<file path="config.mk">
export PLATFORM = sky130hd
export DESIGN_NAME = neander_ctrl
export DESIGN_NICKNAME = d
export VERILOG_FILES = /design/src/rtl/neander_pkg.sv /design/src/rtl/neander_ctrl.sv
export SDC_FILE = /design/constraint.sdc
export NUM_CORES = 1
export LEC_CHECK = 0
export ABC_AREA = 1
export CORE_MARGIN = 4
export CORE_UTILIZATION = 30
export DETAILED_ROUTE_END_ITERATION = 8
export PLACE_DENSITY_LB_ADDON = 0.1
export SLEW_MARGIN = 5
export SYNTH_ARGS = -nofsm -noshare
export SYNTH_HDL_FRONTEND = slang
export SYNTH_SLANG_ARGS = --single-unit
</file>
<file path="constraint.sdc">
create_clock -name clk -period 2.1 [get_ports clk]
set_clock_uncertainty 0.2 [all_clocks]
set_input_delay 0.63 -clock clk [delete_from_list [all_inputs] [get_ports clk]]
set_output_delay 0.63 -clock clk [all_outputs]
set_load 0.01 [all_outputs]
</file>
<file path="src/rtl/neander_pkg.sv">
// Shared encodings for the Neander CPU: opcodes, ALU functions and the control FSM states.
// Used by the control unit, the datapath and the ALU.
package neander_pkg;

    localparam logic [3:0] OP_NOP = 4'h0;
    localparam logic [3:0] OP_STA = 4'h1;
    localparam logic [3:0] OP_LDA = 4'h2;
    localparam logic [3:0] OP_ADD = 4'h3;
    localparam logic [3:0] OP_OR  = 4'h4;
    localparam logic [3:0] OP_AND = 4'h5;
    localparam logic [3:0] OP_NOT = 4'h6;
    localparam logic [3:0] OP_JMP = 4'h8;
    localparam logic [3:0] OP_JN  = 4'h9;
    localparam logic [3:0] OP_JZ  = 4'hA;
    localparam logic [3:0] OP_HLT = 4'hF;

    localparam int ALU_W = 3;
    localparam logic [ALU_W-1:0] ALU_ADD   = 3'd0;
    localparam logic [ALU_W-1:0] ALU_AND   = 3'd1;
    localparam logic [ALU_W-1:0] ALU_OR    = 3'd2;
    localparam logic [ALU_W-1:0] ALU_NOT   = 3'd3;
    localparam logic [ALU_W-1:0] ALU_PASSY = 3'd4;

    typedef enum logic [3:0] {
        S_IDLE = 4'd0,
        S_F0   = 4'd1,
        S_F1   = 4'd2,
        S_F2   = 4'd3,
        S_DEC  = 4'd4,
        S_AR   = 4'd5,
        S_AP   = 4'd6,
        S_LD0  = 4'd7,
        S_LD1  = 4'd8,
        S_ST0  = 4'd9,
        S_ST1  = 4'd10,
        S_JP   = 4'd11,
        S_HALT = 4'd12
    } state_t;

    // Two-byte memory-operand instructions (STA, LDA, ADD, OR, AND).
    function automatic logic is_mem_op(input logic [3:0] op);
        return (op >= OP_STA) && (op <= OP_AND);
    endfunction

    function automatic logic is_jump_op(input logic [3:0] op);
        return (op == OP_JMP) || (op == OP_JN) || (op == OP_JZ);
    endfunction

    // ALU function applied when the accumulator is written from memory data.
    function automatic logic [ALU_W-1:0] alu_sel(input logic [3:0] op);
        logic [ALU_W-1:0] sel;
        case (op)
            OP_ADD:  sel = ALU_ADD;
            OP_OR:   sel = ALU_OR;
            OP_AND:  sel = ALU_AND;
            OP_NOT:  sel = ALU_NOT;
            default: sel = ALU_PASSY;
        endcase
        return sel;
    endfunction

endpackage

</file>
<file path="src/rtl/neander_ctrl.sv">
// Neander control unit: fetch/decode/execute FSM driving the datapath strobes.
// Strobes decode from the state register and registered opcode/flags only.
module neander_ctrl
    import neander_pkg::*;
(
    input  logic             clk,
    input  logic             rst_n,
    input  logic             start,
    input  logic [3:0]       opcode,
    input  logic             flag_n,
    input  logic             flag_z,
    output logic             load_pc,
    output logic             inc_pc,
    output logic             sel_rem,
    output logic             load_rem,
    output logic             load_rdm,
    output logic             sel_rdm,
    output logic             mem_rd,
    output logic             mem_wr,
    output logic             load_ri,
    output logic             load_ac,
    output logic             load_nz,
    output logic [ALU_W-1:0] alu_op,
    output logic             halted,
    output logic             busy
);

    state_t state_r;
    state_t next_state_s;
    logic   jump_taken_s;

    // State register.
    always_ff @(posedge clk or negedge rst_n) begin
        if (!rst_n) begin
            state_r <= S_IDLE;
        end else begin
            state_r <= next_state_s;
        end
    end

    assign jump_taken_s = (opcode == OP_JMP) ||
                          ((opcode == OP_JN) && flag_n) ||
                          ((opcode == OP_JZ) && flag_z);

    // Next-state and strobe decode.
    always_comb begin
        next_state_s = state_r;
        load_pc  = 1'b0;
        inc_pc   = 1'b0;
        sel_rem  = 1'b0;
        load_rem = 1'b0;
        load_rdm = 1'b0;
        sel_rdm  = 1'b0;
        mem_rd   = 1'b0;
        mem_wr   = 1'b0;
        load_ri  = 1'b0;
        load_ac  = 1'b0;
        load_nz  = 1'b0;
        alu_op   = ALU_ADD;
        halted   = 1'b0;
        busy     = 1'b1;
        case (state_r)
            S_IDLE: begin
                busy = 1'b0;
                if (start) begin
                    next_state_s = S_F0;
                end else begin
                    next_state_s = S_IDLE;
                end
            end
            S_F0: begin
                load_rem     = 1'b1;
                next_state_s = S_F1;
            end
            S_F1: begin
                mem_rd       = 1'b1;
                load_rdm     = 1'b1;
                inc_pc       = 1'b1;
                next_state_s = S_F2;
            end
            S_F2: begin
                load_ri      = 1'b1;
                next_state_s = S_DEC;
            end
            S_DEC: begin
                if (opcode == OP_HLT) begin
                    next_state_s = S_HALT;
                end else if (opcode == OP_NOT) begin
                    load_ac      = 1'b1;
                    load_nz      = 1'b1;
                    alu_op       = ALU_NOT;
                    next_state_s = S_F0;
                end else if (is_mem_op(opcode) || (is_jump_op(opcode) && jump_taken_s)) begin
                    load_rem     = 1'b1;
                    next_state_s = S_AR;
                end else if (is_jump_op(opcode)) begin
                    // Untaken jump still has to step over its operand byte.
                    inc_pc       = 1'b1;
                    next_state_s = S_F0;
                end else begin
                    next_state_s = S_F0;
                end
            end
            S_AR: begin
                mem_rd   = 1'b1;
                load_rdm = 1'b1;
                if (is_jump_op(opcode)) begin
                    next_state_s = S_JP;
                end else begin
                    inc_pc       = 1'b1;
                    next_state_s = S_AP;
                end
            end
            S_AP: begin
                sel_rem  = 1'b1;
                load_rem = 1'b1;
                if (opcode == OP_STA) begin
                    next_state_s = S_ST0;
                end else begin
                    next_state_s = S_LD0;
                end
            end
            S_LD0: begin
                mem_rd       = 1'b1;
                load_rdm     = 1'b1;
                next_state_s = S_LD1;
            end
            S_LD1: begin
                load_ac      = 1'b1;
                load_nz      = 1'b1;
                alu_op       = alu_sel(opcode);
                next_state_s = S_F0;
            end
            S_ST0: begin
                sel_rdm      = 1'b1;
                load_rdm     = 1'b1;
                next_state_s = S_ST1;
            end
            S_ST1: begin
                mem_wr       = 1'b1;
                next_state_s = S_F0;
            end
            S_JP: begin
                load_pc      = 1'b1;
                next_state_s = S_F0;
            end
            S_HALT: begin
                halted       = 1'b1;
                busy         = 1'b0;
                next_state_s = S_HALT;
            end
            default: begin
                busy         = 1'b0;
                next_state_s = S_IDLE;
            end
        endcase
    end

endmodule

</file>
== After elaboration in Yosys (flattened, before gate mapping) ==
Index checks and enable logic that the tools add are counted.

* Flip-flop bits (word level): 4
* Input bits: 9
* Output and inout bits: 16
* Word-level logic and storage cells: 72

* Magnitude comparators: 2
* Equality and inequality tests: 21
* Muxes and demuxes: 33
* Reductions and logical operators: 15

{| class="wikitable"
|+ Operators with widths
! kind !! count
|-
| $pmux 4 s11 || 1
|-
| $eq 4x4->1 const B || 9
|-
| $eq 4x3->1 const B || 7
|-
| $mux 1 || 20
|-
| $eq 4x2->1 const B || 3
|-
| $mux 4 || 3
|-
| $pmux 3 s4 || 1
|-
| $reduce_or 11->1 || 1
|-
| $eq 4x1->1 const B || 2
|-
| $mux 3 || 2
|-
| $pmux 3 s2 || 1
|-
| $reduce_or 3->1 || 2
|-
| $logic_or 1x1->1 || 5
|-
| $ge 4x1->1 const B || 1
|-
| $le 4x3->1 const B || 1
|-
| $logic_and 1x1->1 || 4
|-
| $logic_not 4->1 || 1
|-
| $mux 2 || 2
|-
| $pmux 1 s2 || 2
|-
| $reduce_or 4->1 || 1
|-
| $pmux 1 s3 || 1
|-
| $reduce_or 2->1 || 1
|}

== Logic depth before layout (Yosys ltp) ==
Gate-level depths: netlist (run 1).

* Depth after elaboration: 10
* Mapped depth: 8
* Mapped depth without buffers: 8

== Worst setup path before layout (run 1) ==
OpenSTA, ideal clock, no wires.

* Path type: input -> output
* Start: input opcode[3]
* End: output load_nz
* Data arrival time: 1.258 ns
* Data required time: 1.270 ns
* Path slack: 0.012 ns
* Stages: 8
* Buffers on the path: 1
* Cells stage by stage: inv_1 > nand2_1 > nor2_1 > nand2_1 > nor2_1 > nor2_1 > inv_1 > buf_4

* Longest elaborated chain between the ends: 4
* Elaborated cells on any way between the ends: 5
* Those cells by class: 2 x eq/ne; 3 x mux

{| class="wikitable"
|+ Ends and longest elaborated chain
! what !! RTL line !! RTL
|-
| from (decl) || neander_ctrl.sv:9 || <nowiki>input logic [3:0] opcode,</nowiki>
|-
| $eq 4x3->1 || neander_ctrl.sv:88 || <nowiki>end else if (opcode == OP_NOT) begin</nowiki>
|-
| $mux 1 || - ||
|-
| $mux 1 (*) || - ||
|-
| $pmux 1 s2 (*) || - ||
|-
| to (decl) || neander_ctrl.sv:22 || <nowiki>output logic load_nz,</nowiki>
|}

Every way passes the cells marked *; elsewhere a longest branch is shown, timed or not.

== Final worst setup path (run 1) ==
* Start: register state_r[1]
* End: output load_rdm

* Longest elaborated chain between the ends: 3
* Elaborated cells on any way between the ends: 6
* Those cells by class: 4 x eq/ne; 1 x mux; 1 x reduce/logical

{| class="wikitable"
|+ Ends and longest elaborated chain
! what !! RTL line !! RTL
|-
| from (decl) || neander_ctrl.sv:28 || <nowiki>state_t state_r;</nowiki>
|-
| from (signal assigned) || neander_ctrl.sv:37 || <nowiki>state_r <= next_state_s;</nowiki>
|-
| $eq 4x3->1 (tied with other cells) || neander_ctrl.sv:62 || <nowiki>case (state_r)</nowiki>
|-
| $reduce_or 4->1 (no line) (*) || - ||
|-
| $mux 1 (*) || neander_ctrl.sv:62 ||
|-
| to (decl) || neander_ctrl.sv:16 || <nowiki>output logic load_rdm,</nowiki>
|}

Marks and branches as above.

==> results.md, run 1 <==
* Max reg flops at 4
* Fin nets at ~180
* Vias per inst at approximately 4.7
* Syn Inst Count at approximately 110
* Max Root-Sink Buffers at 2
* Failing checks: negative setup slack
* Seq pwr share at between 10% and 20%
* Share of cells above drive strength 1 at around two thirds
* Clock Latency Late Sink at around 0.24 ns
* Unique cell type count in the Yosys netlist at 16
* Initial antenna violation count at 0
* Clock network power share at approximately 6.5%
* Comb power frac at between 80% and 90%
* Most flops, register: state_r
* Total track usage at between 10% and 20%
* Final worst-path cycle share at 105%
* Register bit total from synthesis at 4
* Hold Path Class: input port to asynchronous set/reset pin
* Switching Share at roughly 46%
* Chip height at 51.8 um
* Int Pwr at about 820 uW
* Hold WS at 0.383 ns
* Syn Area/Cell at 5.19 um2
* Final WL at 2250 um
* Unrepaired setup endpoints after global routing: true
* DP HPWL at about 1400 um
* Area of the multi-input gates at between 500 and 600 um2
* Worst slack, placed at -0.966 ns
* PnR worst setup slack at -0.115 ns
* RD Place Congestion at 0.819
* Largest regs: state_r x4
* CTS root buf: clkbuf_4
* GRT overflow at 0
* DRC at 0
* Area of the die at between 2000 and 3000 um2
* Arrival @ worst endpoint at roughly 1.4 ns
* Via count at 927
* Crit path max fanout at 4
* Pwr dens at roughly 1200 nW/um2
* Dpl cells at approximately 180
* Filler cells at between 150 and 200
* CP Capture Type: primary output
* Fin util at a little over 70%
* FF+latch area at about 110 um2
* WS Path Type: register to primary output
* Hold Vio Cnt, Final at 0
* Post-route antenna net violation count at 0
* WP data required at around 1.3 ns
* Yosys warns at 0
* Max_cap viols at 0
* IO Port Bufs at 24
* Site Rows at 15
* Psw at roughly 700 uW
* Pre-Repair DR Iteration Count at 4
* Number of buffers created by CTS at 3
* Slew @ Worst Pin at about 0.22 ns
* F_max at ~0.45 GHz
* Sequential share of the synthesized area at approximately 17%
* Core outline area at between 1500 and 2000 um2
* First-pass GRT wire length at ~3300 um
* # IOs at 25
* Peak supply drop at about 650 uV
* Final Slew Violations at 0
* H-tree depth at 1
* Pleak at 0.000714 uW
* Die X at slightly above 50 um
* TritonCTS clock tree: yes
* Slew headroom at around 85%
* Number of global-route vias before repair at 827
* Clock sink count at 4
* Clk slew on worst S/H paths at around 0.04 ns
* Setup-failing EPs final at 9
* Starting Density at approximately 33%
* Critical Path Source Type: register
* Status: complete, but fails checks
* Syn Nets at 120
* Initial DRC Count at 18
* Fin Setup TNS at -0.592 ns
* Fin cells at about 200
* Drt wl/cell at ~11 um
* Min Tclk post-route at roughly 2.2 ns
* Inserted Diodes at 0
* Largest net degree at the start of global routing at 6
* Syn-to-layout area delta at 122%
* Mapped Area at 576 um2
Yosys cell counts, drive strengths merged:
master | number | share of area, %
o21a | 1 | 1.3
o21ai | 3 | 3.3
nand2 | 39 | 28
a211oi | 1 | 1.3
dfrtp | 4 | 17
buf | 1 | 1.3
a21oi | 4 | 3.5
inv | 24 | 16
or2 | 1 | 1.1
nand3 | 6 | 5.2
nor2 | 27 | 22
cell type report:
| cell class | instances | area share, % |
|---|---|---|
| Multi-Input combinational cell | 82 | 40.9 |
| Timing Repair Buffer | 60 | 38.6 |
| Sequential cell | 4 | 8.24 |
| Inverter | 24 | 8.04 |
| Tap cell | 25 | 2.45 |
| Clock buffer | 3 | 1.76 |
final timing paths:
check,startpoint,slack (ns),depth (start not counted),to
worst min register to register,state_r[2]$_DFF_PN0_,0.60,4,state_r[0]$_DFF_PN0_
min in group clk,state_r[2]$_DFF_PN0_,0.60,4,state_r[0]$_DFF_PN0_
max in group asynchronous,rst_n,1.14,1,state_r[2]$_DFF_PN0_
worst min-delay path,rst_n,0.38,1,state_r[0]$_DFF_PN0_
worst max-delay path,state_r[1]$_DFF_PN0_,-0.12,7,load_rdm
worst max register to register,state_r[3]$_DFF_PN0_,0.51,8,state_r[3]$_DFF_PN0_
cells in the final DEF (no fill, tap or decap), types with 6 or more instances in the layout:
cell type and count:
inv_1 10, buf_4 28, nor2_4 10, nand2_1 24
nand2_4 6, buf_6 14, nor2_1 12, inv_2 9
buf_2 12, nand2_2 9
critical path: stages (launching register included):
cell	delay [ns]
dfrtp_2	0.44
buf_6	0.13
nand2_4	0.07
inv_2	0.05
nand2_2	0.07
o21ai_2	0.06
or2_1	0.19
buf_2	0.14
through the flow:
stage / instance area [um2] / total power [uW]
finish: 1280 / 1500
global route: 1280 / 1620
CTS: 1140 / 1250
detailed placement: 967 / 989
global placement: 967 / 987
floorplan: 576 / 570
layer usage:
| metal | track usage, % | part of all wire, % | vias up |
|---|---|---|---|
| li1 | - | - | 453 |
| met1 | 18.3 | 38 | 433 |
| met3 | 5.44 | 6.8 | 10 |
| met2 | 28.8 | 53 | 31 |
| met5 | 0 | 0 | - |
| met4 | 6.11 | 2.5 | 0 |
kinds of logic after synthesis:
kind of cell,Yosys count,share of synthesized area [%]
buf+inv,25,17.0
compound gates,9,9.35
flops,4,17.4
simple gates,73,56.3
repair_timing:
| item | 4_1_cts | 5_1_grt |
|---|---|---|
| gates resized for setup | 132 | 32 |
| hold buffers | 0 | 0 |
| pin swaps | 21 | 9 |
| setup endpoints to repair | 16 | 16 |
| buffers inserted | 13 | 6 |
power by group through the flow:
stage	Combinational [uW]	Sequential (uW)	Clock [uW]
floorplan	413	158	0
global placement	818	169	0
CTS	969	177	99.8
detailed placement	820	169	0
finish	1230	181	97.4
global route	1320	187	109
No activity file was read; power rests on OpenSTA's default activity.
==> run 2: changes to the inputs <==
- CTS_CLUSTER_SIZE: unset -> 30
==> results of run 2 <==
The final DEF is identical to that of run 1; final timing and power are the same.
==> run 3: changes to the inputs <==
- clock period: 2.1 -> 1.8 ns (I/O delays scaled with it)
==> run 3 against run 2 <==
  * The flow still finishes with violations (negative setup slack)
  * Non-clock buffer count grew 9
  * Global-route usage up 5.6 points
  * Critical path depth decreased by 1
  * Sequential power grew 5%
  * Final cell count rose by 4.5%
  * Combinational power up 18%
  * Highest routed layer unchanged
  * Clock-buffer cell count unchanged
  * Routed wire length grew 12%
  * Sequential share of layout area decreased by 0.56 points
  * Worst setup slack worse by 0.27 ns
  * Register-to-register slack worse by 0.59 ns
  * Critical endpoint unchanged
  * Flip-flop and latch count unchanged
==> results.md, run 3 (same netlist as run 1, synthesis figures left out) <==
* Peak supply drop at 916 uV (+41%)
* Clock Latency Late Sink at 0.25 ns (about the same)
* CP Capture Type: primary output
* Clock sink count at 4 (unchanged)
* Number of buffers created by CTS at 3 (unchanged)
* Max reg flops at 4 (unchanged)
* Fin Setup TNS at -4.51 ns (-3.92 ns)
* F_max at 0.458 GHz
* Slowest CP cell: dfrtp_1
* Initial antenna violation count at 0 (unchanged)
* Leading cell type in the layout, fill and taps excluded: buf_4
* Critical Path Source Type: register
* CP peak stage delay at 0.41 ns (-0.03 ns)
* H-tree depth at 1 (unchanged)
* Max_cap viols at 0 (unchanged)
* Chip height at 51.8 um (unchanged)
* Crit path from: state_r[0]$_DFF_PN0_
* Unrepaired setup endpoints after global routing: true
* Stages on the worst setup path at 6 (-1)
* Fin cells at 207 (+4.5%)
* FF-to-FF setup slack at -0.08 ns (-0.59 ns)
* Total track usage at 22.0% (+5.6 points)
* Fin nets at 193 (+4.9%)
* Site Rows at 15 (unchanged)
* Starting Density at 32.6% (unchanged)
* Critical R2R Launch: state_r[3]$_DFF_PN0_
* Most used cell, CP: buf_4
* Share of cells above drive strength 1 at 61.5% (-4.4 points)
* FF-to-FF End: state_r[2]$_DFF_PN0_
* Fin util at 75.8% (+3.5 points)
* Syn-to-layout area delta at 132%
* Filler cells at 137 (-12%)
* Most flops, register: state_r
* WP data required at 1.06 ns (-0.21 ns)
* Final Slew Violations at 0 (unchanged)
* # IOs at 25 (unchanged)
* Largest net degree at the start of global routing at 6 (unchanged)
* Crit path max fanout at 3 (-1)
* Inserted Diodes at 0 (unchanged)
* Slew @ Worst Pin at 0.200 ns (-0.0211 ns)
* GRT overflow at 0 (unchanged)
* Vias per inst at 4.39 (-6.2%)
* Worst path bufs/invs at 3 (unchanged)
* Core outline area at 1760 um2 (unchanged)
* Reg2Reg Depth at 12 (+4)
* Largest regs: state_r x4
* Worst-path cell chain: buf_4 > buf_4 > nand2_4 > nor2_4 > or2_1 > buf_2
* Clk slew on worst S/H paths at 0.04 ns (about the same)
* Final WL at 2520 um (+12%)
* Pleak at 0.000767 uW (+7.3%)
* Commonest cells after routing, fill and taps aside: buf_4 (29), nand2_1 (25), buf_6 (18)
* Initial DRC Count at 16 (-2)
* PnR worst setup slack at -0.381 ns (-0.266 ns)
* TritonCTS clock tree: yes
* Drt wl/cell at 12.2 um (+6.8%)
* Setup-failing EPs final at 17 (+8)
* Dpl cells at 180 (+2.3%)
* Hold Path Class: input port to asynchronous set/reset pin
* WS Path Type: register to primary output
* Max Root-Sink Buffers at 2 (unchanged)
* Die X at 51.8 um (unchanged)
* IO Port Bufs at 24 (unchanged)
* Worst slack, placed at -1.15 ns (-0.185 ns)
* Min Tclk post-route at 2.18 ns
* RD Place Congestion at 0.856 (+4.6%)
* Area of the die at 2680 um2 (unchanged)
* Hold WS at 0.291 ns (-0.0929 ns)
* First-pass GRT wire length at 4320 um (+30%)
* Failing checks: negative setup slack
* Final worst-path cycle share at 121%
* Arrival @ worst endpoint at 1.44 ns (+0.05 ns)
* Hold Vio Cnt, Final at 0 (unchanged)
* Post-route antenna net violation count at 0 (unchanged)
* Slew headroom at 86.6% (+1.4 points)
* Critical Path End: load_rdm
* Pre-Repair DR Iteration Count at 4 (unchanged)
* Via count at 909 (-1.9%)
* Number of global-route vias before repair at 945 (+14%)
* DP HPWL at 1520 um (+5.9%)
* Status: complete, but fails checks
* CP delay by family, top: buffers and inverters
* CTS root buf: clkbuf_4
* Pwr dens at 1320 nW/um2 (+12%)
* DRC at 0 (unchanged)
run 3: worst min-delay path by stage:
stage | startpoint | to | slack (ns) | cells after the start
floorplan | rst_n | state_r[0]$_DFF_PN0_ | 0.04 | 0
global placement | state_r[0]$_DFF_PN0_ | state_r[2]$_DFF_PN0_ | 0.52 | 5
detailed placement | state_r[0]$_DFF_PN0_ | state_r[2]$_DFF_PN0_ | 0.54 | 5
CTS | rst_n | state_r[0]$_DFF_PN0_ | 0.29 | 1
global route | rst_n | state_r[0]$_DFF_PN0_ | 0.30 | 1
finish | rst_n | state_r[0]$_DFF_PN0_ | 0.29 | 1
run 3: per-layer routing:
metal	part of all wire [%]	track usage (%)	up-vias	wire, um
li1	-	-	471	-
met1	41	25.0	411	1030
met2	52	37.7	23	1320
met3	4.7	4.58	4	118
met4	1.9	13.1	0	48
met5	0	0	-	0
run 3: where the power goes:
| part | leakage (uW) | total [uW] | switching [uW] | internal [uW] |
|---|---|---|---|---|
| Combinational | 0.000704 | 1450 | 727 | 724 |
| Clock | 0.0000138 | 120 | 45.4 | 75.1 |
| Sequential | 0.0000486 | 190 | 54.3 | 136 |
| Total | 0.000767 | 1760 | 826 | 934 |
run 3: cell type report:
type	count	area [um2]	share of cell area, %
multi-input cells	82	510	38.2
inverters	24	105	7.86
clock buffers	3	22.5	1.68
well taps	25	31.3	2.34
flip-flops and latches	4	103	7.67
repair buffers	69	566	42.3
run 3: timing repair:
action,CTS,global route
endpoints found under the setup margin,16,17
buffers inserted,18,7
hold endpoints to repair,0,0
hold buffers,0,0
pin swaps,24,15
resized for setup,128,12
run 3: per-stage QoR:
stage	total power [uW]	area, um2
2_1_floorplan	672	607
3_3_place_gp	1170	1020
3_5_place_dp	1180	1020
4_1_cts	1550	1260
5_1_grt	1900	1340
6_report	1760	1340
